[config.mk]
export PLATFORM = sky130hd
export DESIGN_NAME = hazard_forward_unit_flat
export DESIGN_NICKNAME = d
export VERILOG_FILES = /design/src/rtl/hazard_forward_unit_if.sv /design/src/rtl/hazard_forward_unit.sv /design/src/flat_wrapper.sv
export SDC_FILE = /design/constraint.sdc
export NUM_CORES = 1
export LEC_CHECK = 0
export BUFFER_PORTS_ARGS = -buffer_cell sky130_fd_sc_hd__buf_2
export CAP_MARGIN = 20
export CORE_UTILIZATION = 41
export DETAILED_ROUTE_END_ITERATION = 16
export PLACE_DENSITY = 0.75
export SLEW_MARGIN = 5
export SYNTH_ARGS = -nofsm -noshare
export SYNTH_HDL_FRONTEND = slang
export SYNTH_SLANG_ARGS = --single-unit
[constraint.sdc]
create_clock -name clk -period 1.7 [get_ports clk]
set_clock_uncertainty 0.05 [all_clocks]
set_input_delay 0 -clock clk [delete_from_list [all_inputs] [get_ports clk]]
set_output_delay 0 -clock clk [all_outputs]
set_load 0.005 [all_outputs]
[src/rtl/hazard_forward_unit_if.sv]
// rtl/hazard_forward_unit_if.sv - pipeline-register fields in, forwarding/stall controls out
interface hazard_forward_unit_if #(
  parameter int REG_AW = 5,
  parameter int CNT_W  = 16
);
  logic [REG_AW-1:0] rs1_IFID;
  logic [REG_AW-1:0] rs2_IFID;
  logic              uses_rs2_IFID;
  logic [REG_AW-1:0] rs1_IDEX;
  logic [REG_AW-1:0] rs2_IDEX;
  logic [REG_AW-1:0] rd_IDEX;
  logic              ID_EX_MemRead;
  logic [REG_AW-1:0] rd_EXMEM;
  logic              EX_MEM_RegW;
  logic [REG_AW-1:0] rd_MEMWB;
  logic              MEM_WB_RegW;
  logic [1:0]        MuxA;
  logic [1:0]        MuxB;
  logic              stall;
  logic              flush_IDEX;
  logic [CNT_W-1:0]  stall_count;

  modport master (
    output rs1_IFID, rs2_IFID, uses_rs2_IFID, rs1_IDEX, rs2_IDEX, rd_IDEX,
           ID_EX_MemRead, rd_EXMEM, EX_MEM_RegW, rd_MEMWB, MEM_WB_RegW,
    input  MuxA, MuxB, stall, flush_IDEX, stall_count
  );

  modport slave (
    input  rs1_IFID, rs2_IFID, uses_rs2_IFID, rs1_IDEX, rs2_IDEX, rd_IDEX,
           ID_EX_MemRead, rd_EXMEM, EX_MEM_RegW, rd_MEMWB, MEM_WB_RegW,
    output MuxA, MuxB, stall, flush_IDEX, stall_count
  );
endinterface

[src/rtl/hazard_forward_unit.sv]
// rtl/hazard_forward_unit.sv - EX operand forwarding, load-use stall sequencer, stall counter
module hazard_forward_unit #(
  parameter int REG_AW   = 5,
  parameter int LOAD_LAT = 1,
  parameter int CNT_W    = 16
) (
  input logic                 clk,
  input logic                 reset,
  hazard_forward_unit_if.slave bus
);
  localparam int CW = (LOAD_LAT > 1) ? $clog2(LOAD_LAT) : 1;

  typedef enum logic {IDLE, HOLD} state_t;

  state_t           state, state_nxt;
  logic [CW-1:0]    cnt, cnt_nxt;
  logic [CNT_W-1:0] count;
  logic             haz;
  logic             stall_fsm;
  logic             stall_int;

  function automatic logic [1:0] fwd_sel(
    input logic [REG_AW-1:0] rs,
    input logic              ex_w,
    input logic [REG_AW-1:0] ex_rd,
    input logic              wb_w,
    input logic [REG_AW-1:0] wb_rd
  );
    logic [1:0] sel;
    sel = 2'b00;
    if (ex_w && ex_rd != '0 && ex_rd == rs)
      sel = 2'b10;
    else if (wb_w && wb_rd != '0 && wb_rd == rs)
      sel = 2'b01;
    return sel;
  endfunction

  assign bus.MuxA = fwd_sel(bus.rs1_IDEX, bus.EX_MEM_RegW, bus.rd_EXMEM,
                            bus.MEM_WB_RegW, bus.rd_MEMWB);
  assign bus.MuxB = fwd_sel(bus.rs2_IDEX, bus.EX_MEM_RegW, bus.rd_EXMEM,
                            bus.MEM_WB_RegW, bus.rd_MEMWB);

  assign haz = bus.ID_EX_MemRead && (bus.rd_IDEX != '0) &&
               ((bus.rd_IDEX == bus.rs1_IFID) ||
                (bus.uses_rs2_IFID && (bus.rd_IDEX == bus.rs2_IFID)));

  // The first stall cycle is spent in IDLE, so HOLD covers the remaining LOAD_LAT-1.
  always_comb begin
    state_nxt = state;
    cnt_nxt   = cnt;
    stall_fsm = 1'b0;
    case (state)
      IDLE: begin
        if (haz) begin
          stall_fsm = 1'b1;
          if (LOAD_LAT > 1) begin
            state_nxt = HOLD;
            cnt_nxt   = CW'(LOAD_LAT - 2);
          end
        end
      end
      HOLD: begin
        stall_fsm = 1'b1;
        if (cnt == '0)
          state_nxt = IDLE;
        else
          cnt_nxt = cnt - CW'(1);
      end
      default: state_nxt = IDLE;
    endcase
  end

  always_ff @(posedge clk or posedge reset) begin
    if (reset) begin
      state <= IDLE;
      cnt   <= '0;
    end else begin
      state <= state_nxt;
      cnt   <= cnt_nxt;
    end
  end

  assign stall_int      = stall_fsm && !reset;
  assign bus.stall      = stall_int;
  assign bus.flush_IDEX = stall_int;

  always_ff @(posedge clk or posedge reset) begin
    if (reset)
      count <= '0;
    else if (stall_int && count != '1)
      count <= count + CNT_W'(1);
  end

  assign bus.stall_count = count;
endmodule

[src/flat_wrapper.sv]
// flat-port wrapper written by rule: the top's interface ports become plain ports
module hazard_forward_unit_flat 
#(
  parameter int REG_AW   = 5,
  parameter int LOAD_LAT = 1,
  parameter int CNT_W    = 16
)
  (clk, reset, bus_rs1_IFID, bus_rs2_IFID, bus_uses_rs2_IFID, bus_rs1_IDEX, bus_rs2_IDEX, bus_rd_IDEX, bus_ID_EX_MemRead, bus_rd_EXMEM, bus_EX_MEM_RegW, bus_rd_MEMWB, bus_MEM_WB_RegW, bus_MuxA, bus_MuxB, bus_stall, bus_flush_IDEX, bus_stall_count);
  hazard_forward_unit_if #(.REG_AW(REG_AW), .CNT_W(CNT_W)) bus_i ();
  input logic clk;
  input logic reset;
  input wire logic [$bits(bus_i.rs1_IFID)-1:0] bus_rs1_IFID;
  input wire logic [$bits(bus_i.rs2_IFID)-1:0] bus_rs2_IFID;
  input wire logic [$bits(bus_i.uses_rs2_IFID)-1:0] bus_uses_rs2_IFID;
  input wire logic [$bits(bus_i.rs1_IDEX)-1:0] bus_rs1_IDEX;
  input wire logic [$bits(bus_i.rs2_IDEX)-1:0] bus_rs2_IDEX;
  input wire logic [$bits(bus_i.rd_IDEX)-1:0] bus_rd_IDEX;
  input wire logic [$bits(bus_i.ID_EX_MemRead)-1:0] bus_ID_EX_MemRead;
  input wire logic [$bits(bus_i.rd_EXMEM)-1:0] bus_rd_EXMEM;
  input wire logic [$bits(bus_i.EX_MEM_RegW)-1:0] bus_EX_MEM_RegW;
  input wire logic [$bits(bus_i.rd_MEMWB)-1:0] bus_rd_MEMWB;
  input wire logic [$bits(bus_i.MEM_WB_RegW)-1:0] bus_MEM_WB_RegW;
  output wire logic [$bits(bus_i.MuxA)-1:0] bus_MuxA;
  output wire logic [$bits(bus_i.MuxB)-1:0] bus_MuxB;
  output wire logic [$bits(bus_i.stall)-1:0] bus_stall;
  output wire logic [$bits(bus_i.flush_IDEX)-1:0] bus_flush_IDEX;
  output wire logic [$bits(bus_i.stall_count)-1:0] bus_stall_count;
  assign bus_i.rs1_IFID = bus_rs1_IFID;
  assign bus_i.rs2_IFID = bus_rs2_IFID;
  assign bus_i.uses_rs2_IFID = bus_uses_rs2_IFID;
  assign bus_i.rs1_IDEX = bus_rs1_IDEX;
  assign bus_i.rs2_IDEX = bus_rs2_IDEX;
  assign bus_i.rd_IDEX = bus_rd_IDEX;
  assign bus_i.ID_EX_MemRead = bus_ID_EX_MemRead;
  assign bus_i.rd_EXMEM = bus_rd_EXMEM;
  assign bus_i.EX_MEM_RegW = bus_EX_MEM_RegW;
  assign bus_i.rd_MEMWB = bus_rd_MEMWB;
  assign bus_i.MEM_WB_RegW = bus_MEM_WB_RegW;
  assign bus_MuxA = bus_i.MuxA;
  assign bus_MuxB = bus_i.MuxB;
  assign bus_stall = bus_i.stall;
  assign bus_flush_IDEX = bus_i.flush_IDEX;
  assign bus_stall_count = bus_i.stall_count;
  hazard_forward_unit #(.REG_AW(REG_AW), .LOAD_LAT(LOAD_LAT), .CNT_W(CNT_W)) u_core (.clk(clk), .reset(reset), .bus(bus_i));
endmodule
==> results.cfg <==
[run_status]
outcome = finished, violations left
violations = design-rule violations

[worst_setup_path]
path_delay_family = simple AND/OR/NAND/NOR gates
worst_ep_required_time_ns = 1.83
r2r_cells = 7
timing.critical_path.buf_inv = 2
cp_max_fo = 6
worstSetupEndpointType = flip-flop
slowest_stage = dfrtp_1
crit_arrival_ns = 1.80
crit_path_start_kind = flip-flop
crit_cells = 7
critPathKind = reg2reg
max_stage_delay_ns = 0.40
worstPathCellList = buf_4, and4_4, o41ai_4, buf_6, nor4_4, nand2_1, xnor2_1

[clock_tree]
cts_buffer_depth = 2
ctsHtreeMaxLevel = 1
clock-sinks = 16
clockRootBuffer = clkbuf_4
cts_tree = built
cts_buffers = 3
worstSkewPairLatency_ns = 0.29
path_clk_slew_ns = 0.09

[worst_hold_path]
hp-class = in2reg
hold_path_depth = 4

[finish]
layoutNonFillerInstCount = 250
fin_util_pct = 66.1
antenna_cells = 0
fillerInstances = 224
final_common_cell = buf_2
layout-drive-gt1-share_pct = 47.9
area_delta_synth_final_pct = 47.0
largest_reg_flops = 16
regArea_um2 = 400
fin_nets = 263
final_cell_mix = buf_2 (62), xnor2_1 (32), buf_4 (22)
multi_input_area_um2 = 917

[power]
pwr_density_cell_mw_per_mm2 = 502
power_leakage_nw = 0.883
vdd_ir_drop_max_mv = 0.279

[yosys]
synth-seq-cells = 16
syn-cell-area_mm2 = 0.00128
syn_inst = 133
syn_area_per_cell_um2 = 9.65
ys_seq_area_share_pct = 31.2
yosysWarnings = 0
syn_nets = 175
synth_cell_types = 30

[floorplan]
die_x_um = 58.0
core-area_mm2 = 0.00285
die_area_mm2 = 0.00336
start_util_pct = 45.0
pin_count = 63
num_rows = 19
die-height_um = 58.0

[drt]
dr.pass1.iters = 10
drc_errors = 2
drt_iter0_drc = 49
ant_nets = 0
drt-total-wl_um = 3440
vias_per_cell = 5.33
vias = 1333
post_drt_wl_per_cell_um = 13.7

[sta]
finalCriticalPeriod_ns = 1.67
period_share_pct = 98.3
tns_ns = 0
setup_violations = 0
hold_slack_ns = 0.139
tightestPinTransition_ns = 0.368
hold_violations = 0
fmax_mhz = 599
drv_slew = 0
relSlewSlack_pct = 75.2

[placement]
dp_cells = 241
dp_hpwl_um = 2710
numPortBuffers = 62
gp_congestion = 0.813

[global_route]
antenna_found_initial = 0
grt_overflow_total = 0
grt_usage_pct = 20.3
grt_pass1_wl_um = 5330
first_global_vias = 1297
grt_start_max_net_pins = 18

[job]
maxCapViolations = 0
==> logic make-up after synthesis <==
group / count (synthesis) / share of synthesized area, %
AOI/OAI and AO/OA: 7 / 6.63
xor gates and xnor gates: 45 / 30.7
adders and majority gates: 1 / 0.975
buffers and inverters: 6 / 2.14
DFF: 16 / 31.2
muxes: 1 / 1.17
and+or+nand+nor: 57 / 27.2
==> routing by layer <==
| metal | track usage [%] | vias up | routed length (um) |
|---|---|---|---|
| li1 | - | 647 | - |
| met2 | 39.1 | 47 | 1910 |
| met4 | 8.50 | 0 | 93 |
| met1 | 22.0 | 630 | 1310 |
| met5 | 0 | - | 0 |
| met3 | 2.68 | 9 | 116 |
==> power breakdown <==
part	internal (mW)	switching [mW]	total, mW
Clock	0.0824	0.117	0.200
Combinational	0.177	0.145	0.321
Sequential	0.403	0.0230	0.426
Total	0.662	0.285	0.947
==> tightest hold or removal path, stage by stage <==
cell       delay (ns)
buf_2            0.12
o2111ai_1        0.12
nor4b_2          0.06
xor2_1           0.14
==> metrics by stage <==
step	total power, mW	setup slack [ns]	cell area (um2)
floorplan	0.564	0.0419	1280
global placement	0.712	0.0357	1750
detailed placement	0.726	-0.0474	1750
CTS	0.927	0.0344	1800
global route	1.00	-0.0322	1890
finish	0.947	0.0295	1890
==> worst paths after layout <==
check,from,endpoint,slack (ns)
max in group asynchronous,reset,u_core.bus.stall_count[5],1.09
worst max register to register,u_core.bus.stall_count[1],u_core.bus.stall_count[11],0.03
worst min register to register,u_core.bus.stall_count[7],u_core.bus.stall_count[7],0.52
min in group asynchronous,reset,u_core.bus.stall_count[14],0.32
worst min-delay path,bus_ID_EX_MemRead,u_core.bus.stall_count[15],0.14
worst max-delay path,u_core.bus.stall_count[1],u_core.bus.stall_count[11],0.03
==> timing repair <==
action                                  4_1_cts  5_1_grt
pin swaps                                     1        7
setup buffers                                 1        4
hold buffers                                  1        0
hold endpoints to repair                     16        0
gates resized for setup                       2       10
endpoints found under the setup margin        4       12
==> cell type report <==
class,count,share of cell area (%)
well taps,31,2.06
flip-flops and latches,16,21.2
repair buffers,86,26.3
inverters,3,0.597
multi-input cells,111,48.6
clock buffers,3,1.19
==> Yosys cell counts (all sizes together) <==
master   number  area [um2]
mux2          1        15.0
o41ai         1        27.5
nor4b         2        17.5
or4           4        33.8
nand4         7        43.8
nor2          2        15.0
o21ai         3        15.0
ha            1        12.5
nand3        12        60.1
o22ai         1        12.5
xnor2        32         280
and4          3        26.3
inv           3        11.3
xor2         13         114
and3          3        18.8
dfrtp        16         400
and2b         1        8.76
nor4          5        46.3
clkbuf        1        3.75
nor3          7        35.0
o211ai        1        21.3
o2111ai       1        8.76
nand2        11        43.8
buf           2        12.5
No activity file was read; power rests on OpenSTA's default activity.
